$ cat config.mk
export PLATFORM = sky130hd
export DESIGN_NAME = mem_writer
export DESIGN_NICKNAME = d
export VERILOG_FILES = /design/src/rtl/mem_writer.sv
export SDC_FILE = /design/constraint.sdc
export NUM_CORES = 1
export LEC_CHECK = 0
export BUFFER_PORTS_ARGS = -buffer_cell sky130_fd_sc_hd__buf_2
export CAP_MARGIN = 20
export CORE_AREA = 5 5 187 144
export CTS_BUF_LIST = sky130_fd_sc_hd__clkbuf_2 sky130_fd_sc_hd__clkbuf_4 sky130_fd_sc_hd__clkbuf_8
export DETAILED_ROUTE_END_ITERATION = 8
export DIE_AREA = 0 0 192 149
export SYNTH_ARGS = -nofsm -noshare
export SYNTH_HDL_FRONTEND = slang
export SYNTH_SLANG_ARGS = --single-unit
$ cat constraint.sdc
create_clock -name clk -period 2.3 [get_ports clk]
set_input_delay 0.23 -clock clk [delete_from_list [all_inputs] [get_ports clk]]
set_output_delay 0.23 -clock clk [all_outputs]
set_load 0.01 [all_outputs]
$ cat src/rtl/mem_writer.sv
// Streaming word writer into a DEPTH-entry memory with a registered read port
// for the display scan chain. Define MEM_WRITER_FULL_STOP_EN to stall when full.
module mem_writer #(
  parameter int DATA_W = 16,
  parameter int ADDR_W = 4
) (
  input  logic              clk,
  input  logic              rst,
  input  logic              wr_valid,
  output logic              wr_ready,
  input  logic [DATA_W-1:0] wr_data,
  input  logic              clear,
  input  logic [ADDR_W-1:0] rd_addr,
  output logic [DATA_W-1:0] rd_data,
  output logic [ADDR_W-1:0] wr_ptr,
  output logic [ADDR_W:0]   count,
  output logic              busy
);

  localparam int DEPTH = 1 << ADDR_W;

  localparam logic [0:0] ST_CLEAR = 1'b0;
  localparam logic [0:0] ST_RUN   = 1'b1;

  localparam logic [ADDR_W-1:0] ADDR_ONE  = {{(ADDR_W-1){1'b0}}, 1'b1};
  localparam logic [ADDR_W-1:0] ADDR_LAST = {ADDR_W{1'b1}};
  localparam logic [ADDR_W:0]   CNT_ONE   = {{ADDR_W{1'b0}}, 1'b1};
  localparam logic [ADDR_W:0]   CNT_FULL  = {1'b1, {ADDR_W{1'b0}}};

  // Handshake: a word transfers on a rising clk edge where wr_valid && wr_ready;
  // wr_data is only sampled then, and wr_valid may stay high while wr_ready is low.

  logic [0:0]        state;
  logic [ADDR_W-1:0] sa;
  logic              accept;
  logic              mem_we;
  logic [ADDR_W-1:0] mem_wa;
  logic [DATA_W-1:0] mem_wd;
  logic [DATA_W-1:0] mem [DEPTH];

  always_comb begin
    wr_ready = 1'b0;
    if (state == ST_RUN) begin
`ifdef MEM_WRITER_FULL_STOP_EN
      wr_ready = !clear && (count != CNT_FULL);
`else
      wr_ready = !clear;
`endif
    end
  end

  assign busy   = (state == ST_CLEAR);
  assign accept = wr_valid && wr_ready;

  // The sweep and stream writes share the single memory write port.
  always_comb begin
    mem_we = 1'b0;
    mem_wa = wr_ptr;
    mem_wd = wr_data;
    if (state == ST_CLEAR) begin
      mem_we = 1'b1;
      mem_wa = sa;
      mem_wd = '0;
    end else if (accept) begin
      mem_we = 1'b1;
    end
  end

  always_ff @(posedge clk or posedge rst) begin
    if (rst) begin
      state  <= ST_CLEAR;
      sa     <= '0;
      wr_ptr <= '0;
      count  <= '0;
    end else begin
      case (state)
        ST_CLEAR: begin
          sa     <= sa + ADDR_ONE;
          wr_ptr <= '0;
          count  <= '0;
          if (sa == ADDR_LAST) state <= ST_RUN;
        end
        ST_RUN: begin
          if (clear) begin
            state  <= ST_CLEAR;
            sa     <= '0;
            wr_ptr <= '0;
            count  <= '0;
          end else if (accept) begin
            wr_ptr <= wr_ptr + ADDR_ONE;
            if (count != CNT_FULL) count <= count + CNT_ONE;
          end
        end
        default: state <= ST_CLEAR;
      endcase
    end
  end

  // Array has no reset; the post-reset sweep zeroes it.
  always_ff @(posedge clk) begin
    if (mem_we) mem[mem_wa] <= mem_wd;
  end

  // Read samples the pre-write contents, so same-address read/write returns old data.
  always_ff @(posedge clk or posedge rst) begin
    if (rst) rd_data <= '0;
    else     rd_data <= mem[rd_addr];
  end

endmodule

==> impl_metrics.py, run 1 <==
metrics = {
    "run_status": {
        "status": "complete, no violations",
    },
    "power_and_ir_drop": {
        "p_leak_nw": 4.47,
        "ir_worst_vdd_v": 0.000588,
        "p_per_area_nw_per_um2": 1070,
        "total_power_mw": 13.7,
    },
    "route": {
        "drt_iter0_drc": 510,
        "avgViaCountPerCell": 5.50,
        "final_antenna_net_count": 0,
        "wire_per_inst_um": 23.9,
        "wl_mm": 24.2,
        "dr.pass1.iters": 5,
        "drc": 0,
        "vias": 5552,
    },
    "sta": {
        "fin_crit_sh_pct": 99.1,
        "slew_viol_final": 0,
        "rsz0062_at_grt": "yes",
        "fmax_mhz": 439,
        "setup_violations": 0,
        "holdWs_ns": 0.151,
        "worst_slew_pin_slew_ns": 1.01,
        "finalClockSkew_ns": 0.0289,
        "period_minus_slack_ns": 2.28,
        "hold_viol": 0,
        "slew_headroom_pct": 32.4,
    },
    "synthesis": {
        "synthFlopType": "edfxtp_1",
        "postSynth.asyncResetShare_pct": 10.5,
        "postSynthCellCount": 534,
        "yosysWarnings": 0,
        "avgSynthCellArea_um2": 20.6,
        "ys_ff_latch": 286,
        "ys_types": 39,
        "syn_area_um2": 11000,
        "synth-edff-count": 256,
        "ys_seq_area_share_pct": 76.6,
        "synth_fp_nets": 562,
    },
    "clock_network": {
        "clk_pin_slew_ns": 0.07,
        "numCtsBuffers": 44,
        "cts-root-buf": "clkbuf_8",
        "clk_latency_ns": 0.54,
        "h-tree-depth": 2,
        "cts_buffer_depth": 3,
        "cts_num_sinks": 286,
        "cts_tree": "built",
    },
    "worst_setup_path": {
        "cp_cell_sequence": "mux2_2 > o21ai_0 > nor2_2",
        "worst_ep_required_time_ns": 2.43,
        "path_class": "reg2reg",
        "cp-end-kind": "flop",
        "rr_startpoint": "state$_DFF_PP0_",
        "critPathMaxStageDelay_ns": 0.88,
        "cp.arrival_ns": 2.41,
        "critPathLaunch": "state$_DFF_PP0_",
        "cp_max_fo": 16,
        "crit_family": "simple AND/OR/NAND/NOR gates",
        "path_buf_inv": 0,
        "cpMaxStageDelayCell": "nor2_2",
        "cp-start-kind": "flop",
    },
    "global_routing": {
        "grt.total_usage_pct": 17.4,
        "grt_max_degree": 65,
        "overflow": 0,
        "antenna_found_initial": 0,
        "grt_pass1_wl_mm": 36.3,
        "grt_pass1_vias": 5833,
    },
    "run": {
        "max_cap_violations": 0,
    },
    "die": {
        "dieArea_um2": 28600,
        "die_w_um": 192,
        "ios": 51,
        "core-area_um2": 24700,
        "die_h_um": 149,
        "core.rowCount": 50,
        "start_util_pct": 44.6,
    },
    "layout": {
        "fin_nets": 666,
        "regArea_um2": 8440,
        "multi_input_area_um2": 2430,
        "antenna_cells": 0,
        "final_core_util_pct": 51.7,
        "num-fill-cells": 1948,
        "layout-drive-gt1-share_pct": 33.2,
        "synthToLayoutAreaGrowth_pct": 16.0,
    },
    "placement": {
        "io_buffer_count": 50,
        "dpl.hpwl_mm": 14.1,
        "gp_congestion": 0.813,
    },
    "worst_hold_path": {
        "hp-class": "in2reg",
        "min_from": "wr_valid",
    },
}
kinds of logic after synthesis:
family | share of synthesized area, %
AO/OA/AOI/OAI | 3.41
XOR/XNOR | 0.398
adder cells (fa/ha/maj) | 0.454
multiplexers | 13.7
flip-flops | 76.6
AND/OR/NAND/NOR | 3.67
buffers and inverters | 1.74
power by group:
group,internal [mW],switching [mW]
clock,2.21,1.87
combinational,0.882,1.58
sequential,6.89,0.247
worst min-delay path, delay by kind of cell:
family                    cells  cell delay, ns
buffers and inverters         2            0.27
and+or+nand+nor               1            0.08
xor gates and xnor gates      1            0.08
cell usage after synthesis (all sizes together), types with 2 or more instances:
| master | number | area [µm²] |
|---|---|---|
| inv | 8 | 30.0 |
| nor2b | 3 | 18.8 |
| and2 | 17 | 106 |
| mux4 | 64 | 1480 |
| xor2 | 4 | 35.0 |
| nor4bb | 2 | 20.0 |
| mux2i | 2 | 20.0 |
| o21ai | 9 | 45.0 |
| nand4 | 3 | 18.8 |
| buf | 17 | 118 |
| nand2 | 24 | 90.1 |
| a31oi | 2 | 12.5 |
| ha | 4 | 50.1 |
| a21oi | 5 | 25.0 |
| edfxtp | 256 | 7690 |
| a22oi | 32 | 240 |
| dfrtp | 30 | 751 |
| clkbuf | 10 | 43.8 |
| nor2 | 27 | 101 |
routing by layer:
layer / wire, µm / track usage, % / vias up
li1: - / - / 2399
met1: 10900 / 25.1 / 2955
met2: 11700 / 27.8 / 163
met3: 1230 / 3.25 / 35
met4: 349 / 4.17 / 0
met5: 0 / 0 / -
final timing paths:
check	to	slack (ns)	cells after the start
setup / recovery	mem[15][13]$_DFFE_PP_	0.02	3
hold / removal	wr_ptr[0]$_DFFE_PP0P_	0.15	4
setup reg to reg	mem[15][13]$_DFFE_PP_	0.02	3
hold reg to reg	sa[3]$_DFFE_PP0P_	0.55	1
max in group asynchronous	rd_data[9]$_DFF_PP0_	1.59	4
min in group asynchronous	rd_data[1]$_DFF_PP0_	0.34	4
per-stage QoR:
step	setup slack, ns	area (µm²)	std cells	setup TNS [ns]
CTS	0.0337	12800	1009	0
global route	-0.0523	12800	1010	-1.48
floorplan	0.0574	11000	534	0
global placement	0.112	11900	927	0
detailed placement	0.0933	11900	927	0
finish	0.0199	12800	1010	0
final cells by class:
type | count | area share, %
Clock inverter | 20 | 0.862
Timing Repair Buffer | 85 | 4.72
Tap cell | 338 | 3.31
Sequential cell | 286 | 66.0
Multi-Input combinational cell | 213 | 19.0
Clock buffer | 60 | 5.83
Inverter | 8 | 0.235
layout by cell type (no fill, tap or decap), drive strengths merged, types with 2 or more instances in the layout:
| cell type | n |
|---|---|
| nand2 | 24 |
| mux2i | 2 |
| mux4 | 64 |
| nor2b | 3 |
| inv | 8 |
| clkbuf | 60 |
| dlygate4sd3 | 2 |
| a31oi | 2 |
| dfrtp | 30 |
| a22oi | 32 |
| nand4 | 3 |
| nor2 | 27 |
| clkinv | 19 |
| nor4bb | 2 |
| a21oi | 5 |
| o21ai | 9 |
| edfxtp | 256 |
| ha | 4 |
| buf | 83 |
| and2 | 17 |
| xor2 | 4 |
registers in the layout, summed over array words and instances (netlist names):
signal,flops
wr_ptr,4
sa,4
rd_data,16
state,1
mem,256
count,5
what timing repair did:
item	4_1_cts	5_1_grt
hold buffers	2	0
gates resized for setup	0	2
hold endpoints to repair	31	0
setup endpoints to repair	0	27
buffers inserted	0	0
Power figures use the tool's default switching activity.
==> inputs of run 2 (changes only) <==
CAP_MARGIN = 30   (was 20)
PLACE_DENSITY_LB_ADDON = 0.12   (was unset)
SLEW_MARGIN = 5   (was unset)
==> run 2 against run 1 <==
Die area is the same. Sequential share of layout area decreased by 0.56 points. Global-route usage grew 0.28 points. Combinational power is 3% lower. Highest routed layer unchanged.
==> impl_metrics.py, run 2 (synthesis results as in run 1) <==
metrics = {
    "route": {
        "avgViaCountPerCell": 5.38,
        "vias": 5510,
        "final_antenna_net_count": 0,
        "dr.pass1.iters": 4,
        "wl_mm": 24.2,
        "drt_iter0_drc": 333,
        "drc": 0,
        "wire_per_inst_um": 23.6,
    },
    "clock_network": {
        "cts_tree": "built",
        "clk_latency_ns": 0.55,
        "clk_pin_slew_ns": 0.07,
        "numCtsBuffers": 45,
        "cts_buffer_depth": 3,
        "cts_num_sinks": 286,
        "cts-root-buf": "clkbuf_8",
        "h-tree-depth": 2,
    },
    "sta": {
        "period_minus_slack_ns": 2.18,
        "setup_violations": 0,
        "fin_crit_sh_pct": 94.8,
        "slew_headroom_pct": 35.8,
        "rsz0062_at_grt": "yes",
        "finalClockSkew_ns": 0.0205,
        "fmax_mhz": 459,
        "hold_viol": 0,
        "slew_viol_final": 0,
        "worst_slew_pin_slew_ns": 0.959,
        "setup_ws_ns": 0.120,
    },
    "die": {
        "die_h_um": 149,
        "core.rowCount": 50,
        "start_util_pct": 44.6,
        "die_w_um": 192,
        "dieArea_um2": 28600,
        "ios": 51,
        "core-area_um2": 24700,
    },
    "layout": {
        "fin_cells": 1025,
        "layout_commonest_cell": "edfxtp_1",
        "layout-drive-gt1-share_pct": 35.7,
        "fin_nets": 680,
        "largest_register_ffs": 256,
        "final_core_util_pct": 52.2,
        "regMostFlops": "mem",
        "synthToLayoutAreaGrowth_pct": 17.0,
        "reg_top3": "mem: 256 flops, rd_data: 16 flops, count: 5 flops",
        "final_cell_mix": "edfxtp_1 (256), mux4_2 (54), buf_2 (49), clkbuf_8 (47), buf_4 (41)",
        "antenna_cells": 0,
    },
    "global_routing": {
        "overflow": 0,
        "grt.total_usage_pct": 17.6,
        "grt_pass1_vias": 5940,
        "grt_max_degree": 65,
        "grt_pass1_wl_mm": 37.1,
        "antenna_found_initial": 0,
    },
    "power_and_ir_drop": {
        "p_leak_nw": 4.56,
        "ir_worst_vdd_v": 0.000531,
        "p_per_area_nw_per_um2": 1060,
    },
    "worst_setup_path": {
        "path_class": "reg2reg",
        "r2r-end": "mem[14][3]$_DFFE_PP_",
        "cp-start-kind": "flop",
        "cp_cell_sequence": "mux2_2 > o21ai_0 > nor2_2",
        "rr_startpoint": "state$_DFF_PP0_",
        "path_buf_inv": 0,
        "cpMaxStageDelayCell": "nor2_2",
        "worst_ep_required_time_ns": 2.45,
        "r2r_setup_slack_ns": 0.12,
        "critPathMaxStageDelay_ns": 0.82,
        "cp_max_fo": 16,
        "cp.arrival_ns": 2.33,
        "cp-end-kind": "flop",
        "crit_family": "simple AND/OR/NAND/NOR gates",
        "reg2reg_depth": 3,
    },
    "placement": {
        "dp.cells": 939,
        "io_buffer_count": 50,
        "dpl.hpwl_mm": 15.1,
        "gp_congestion": 0.786,
        "pre_cts_ws_ns": 0.0672,
    },
    "worst_hold_path": {
        "worstHoldEndpoint": "mem[11][10]$_DFFE_PP_",
        "min_from": "wr_data[10]",
        "hp-class": "in2reg",
        "hold_depth": 2,
    },
    "run": {
        "max_cap_violations": 0,
    },
    "run_status": {
        "status": "complete, no violations",
    },
}
-- run 2: changes by cell type in the layout (fill, tap and decap cells not counted), sizes merged --
cell,delta
clkinvlp,+2
clkinv,-7
buf,+13
clkbuf,+7
-- run 2: power by group --
part	switching [mW]	total, mW	internal (mW)
logic	1.54	2.39	0.849
clock network	1.87	4.20	2.33
registers	0.242	7.13	6.89
-- run 2: worst max-delay path by stage --
| stage | start | to | slack (ns) | cells past startpoint |
|---|---|---|---|---|
| after CTS | state$_DFF_PP0_ | wr_ready | 0.04 | 5 |
| after global placement | state$_DFF_PP0_ | mem[13][2]$_DFFE_PP_ | 0.13 | 3 |
| after detailed placement | state$_DFF_PP0_ | mem[14][2]$_DFFE_PP_ | 0.07 | 3 |
| after global routing | state$_DFF_PP0_ | mem[14][4]$_DFFE_PP_ | -0.002 | 3 |
| after floorplan | state$_DFF_PP0_ | mem[10][0]$_DFFE_PP_ | 0.06 | 5 |
| final | state$_DFF_PP0_ | mem[14][3]$_DFFE_PP_ | 0.12 | 3 |
-- run 2: layout make-up --
type	count	area, µm²
clock buffer	67	797
clock inverter	15	97.6
fill	2000	11800
inverter	8	30.0
multi-input combinational	213	2430
sequential	286	8440
tap	338	423
timing repair buffer	98	674
-- run 2: metal layers --
layer  vias up  routed length, µm  track usage (%)  part of all wire [%]
met5         -                  0                0                     0
met4         0                491             4.92                   2.0
met3        46               1540             3.65                   6.3
met2       167              11500             27.7                    47
met1      2872              10700             25.4                    44
li1       2425                  -                -                     -
-- run 2: through the flow --
stage	setup TNS [ns]	total power, mW	cell area (µm²)	hold slack, ns
after floorplan	0	8.46	11000	0.312
after global placement	0	9.56	11900	0.377
after detailed placement	0	9.66	11900	0.388
after CTS	0	13.9	12900	0.112
after global routing	-0.00244	14.4	12900	0.135
final	0	13.7	12900	0.132
-- run 2: timing repair --
action,4_1_cts,5_1_grt
gates resized for setup,1,1
hold endpoints to repair,31,0
buffers inserted,0,0
hold buffers,2,0
endpoints found under the setup margin,1,3
==> inputs of run 3 (changes only) <==
--- a/config.mk
+++ b/config.mk
@@ -9,6 +9,6 @@
 export CAP_MARGIN = 30
-export CORE_AREA = 5 5 187 144
+export CORE_AREA = 2 2 184 141
 export CTS_BUF_LIST = sky130_fd_sc_hd__clkbuf_2 sky130_fd_sc_hd__clkbuf_4 sky130_fd_sc_hd__clkbuf_8
 export DETAILED_ROUTE_END_ITERATION = 8
-export DIE_AREA = 0 0 192 149
+export DIE_AREA = 0 0 186 143
 export PLACE_DENSITY_LB_ADDON = 0.12
==> constraint.sdc (replaced) <==
create_clock -name clk -period 2.3 [get_ports clk]
set_input_delay 0 -clock clk [delete_from_list [all_inputs] [get_ports clk]]
set_output_delay 0 -clock clk [all_outputs]
set_load 0.01 [all_outputs]
==> run 3 against run 2 <==
Utilization down 0.26 points. Via count down 1.5%. Register-to-register slack better by 0.12 ns. Critical path depth up 2. Wire length down 6.3%. Critical path type unchanged.
==> impl_metrics.py, run 3 (synthesis results as in run 1) <==
metrics = {
    "placement": {
        "gp_congestion": 0.800,
        "dpl.hpwl_mm": 14.1,
        "io_buffer_count": 50,
    },
    "die": {
        "dieArea_um2": 26600,
        "die_h_um": 143,
        "die_w_um": 186,
        "core.rowCount": 50,
        "start_util_pct": 44.6,
        "core-area_um2": 24700,
        "ios": 51,
    },
    "sta": {
        "worst_slew_pin_slew_ns": 0.947,
        "fin_crit_sh_pct": 89.6,
        "finalClockSkew_ns": 0.0132,
        "rsz0062_at_grt": "no",
        "period_minus_slack_ns": 2.06,
        "hold_viol": 0,
        "tns_ns": 0,
        "slew_viol_final": 0,
        "slew_headroom_pct": 36.9,
        "fmax_mhz": 485,
        "setup_violations": 0,
    },
    "global_routing": {
        "overflow": 0,
        "grt_pass1_vias": 5788,
        "grt.total_usage_pct": 18.3,
        "grt_max_degree": 65,
        "antenna_found_initial": 0,
        "grt_pass1_wl_mm": 35.4,
    },
    "clock_network": {
        "cts_resized": 0,
        "cts_tree": "built",
        "clk_latency_ns": 0.54,
        "cts-root-buf": "clkbuf_8",
        "cts_buffer_depth": 3,
        "cts_setup_buffers": 0,
        "clk_pin_slew_ns": 0.06,
        "cts_num_sinks": 286,
        "h-tree-depth": 2,
        "numCtsBuffers": 44,
    },
    "route": {
        "drt_iter0_drc": 306,
        "drc": 0,
        "wire_per_inst_um": 22.3,
        "wl_mm": 22.7,
        "final_antenna_net_count": 0,
        "dr.pass1.iters": 4,
        "vias": 5430,
        "avgViaCountPerCell": 5.34,
    },
    "worst_setup_path": {
        "critPathLaunch": "state$_DFF_PP0_",
        "cp-start-kind": "flop",
        "cpMaxStageDelayCell": "a31oi_1",
        "crit_family": "buffers and inverters",
        "r2r_setup_slack_ns": 0.24,
        "critPathMaxStageDelay_ns": 0.57,
        "reg2reg_depth": 5,
        "rr_startpoint": "state$_DFF_PP0_",
        "path_depth": 5,
        "crit_path_end": "mem[2][9]$_DFFE_PP_",
        "r2r-end": "mem[2][9]$_DFFE_PP_",
        "cp_max_fo": 22,
        "path_buf_inv": 3,
        "cp-end-kind": "flop",
        "crit_path_frequent_cell": "buf_4",
        "worst_ep_required_time_ns": 2.56,
        "cp.arrival_ns": 2.32,
        "path_class": "reg2reg",
        "cp_cell_sequence": "buf_4 > inv_1 > a31oi_1 > nor2_2 > buf_4",
    },
    "layout": {
        "layout_commonest_cell": "edfxtp_1",
        "reg_top3": "mem: 256 flops, rd_data: 16 flops, count: 5 flops",
        "synthToLayoutAreaGrowth_pct": 16.5,
        "regArea_um2": 8440,
        "multi_input_area_um2": 2420,
        "final_core_util_pct": 51.9,
        "fin_nets": 672,
        "regMostFlops": "mem",
        "final_cell_mix": "edfxtp_1 (256), mux4_2 (54), buf_2 (49), clkbuf_8 (47), buf_4 (34)",
        "layout-drive-gt1-share_pct": 34.7,
        "largest_register_ffs": 256,
        "num-fill-cells": 1978,
        "antenna_cells": 0,
    },
    "run": {
        "max_cap_violations": 0,
    },
    "power_and_ir_drop": {
        "p_leak_nw": 4.51,
        "p_per_area_nw_per_um2": 1060,
        "ir_worst_vdd_v": 0.000513,
    },
    "worst_hold_path": {
        "hp-class": "in2reg",
    },
    "run_status": {
        "status": "complete, no violations",
    },
}
-- run 3: worst reg2reg max path: stages, from the launching register on --
cell and delay [ns]:
dfrtp_1 0.45, buf_4 0.30, inv_1 0.13, a31oi_1 0.57, nor2_2 0.08, buf_4 0.25
-- run 3: area by class of cell --
type,count,area share (%)
multi-input cells,213,18.9
clock inverters,12,0.663
inverters,8,0.234
clock buffers,68,6.27
well taps,338,3.30
repair buffers,91,4.84
flip-flops and latches,286,65.8
-- run 3: power by group --
part,internal [mW],switching [mW],total [mW]
registers,6.89,0.221,7.11
logic,0.810,1.47,2.27
clock network,2.34,1.85,4.19
-- run 3: what timing repair did --
item	CTS	global route
setup endpoints to repair	0	0
hold endpoints to repair	36	0
hold buffers	3	0
-- run 3: worst min-delay path by stage --
| stage | from | end | slack [ns] | depth (start not counted) |
|---|---|---|---|---|
| floorplan | clear | sa[1]$_DFFE_PP0P_ | 0.08 | 1 |
| global placement | rst | count[4]$_DFFE_PP0P_ | 0.15 | 3 |
| detailed placement | rst | count[3]$_DFFE_PP0P_ | 0.16 | 3 |
| CTS | wr_data[8] | mem[9][8]$_DFFE_PP_ | 0.08 | 2 |
| global route | wr_data[11] | mem[0][11]$_DFFE_PP_ | 0.10 | 2 |
| finish | wr_data[11] | mem[4][11]$_DFFE_PP_ | 0.1 | 2 |
-- run 3: stage by stage --
stage / hold slack [ns] / instance area, µm² / setup WS [ns] / power [mW] / std cells
floorplan: 0.0825 / 11000 / 0.0574 / 8.46 / 534
global placement: 0.148 / 11900 / 0.126 / 9.43 / 931
detailed placement: 0.155 / 11900 / 0.261 / 9.53 / 933
CTS: 0.0778 / 12800 / 0.244 / 13.8 / 1016
global route: 0.104 / 12800 / 0.0769 / 14.2 / 1016
finish: 0.0979 / 12800 / 0.239 / 13.6 / 1016
-- run 3: layer usage --
metal	track usage [%]	routed length (µm)	vias up
met5	0	0	-
met4	4.68	332	0
met3	3.55	1080	35
met2	29.4	11100	128
met1	25.9	10100	2858
li1	-	-	2409
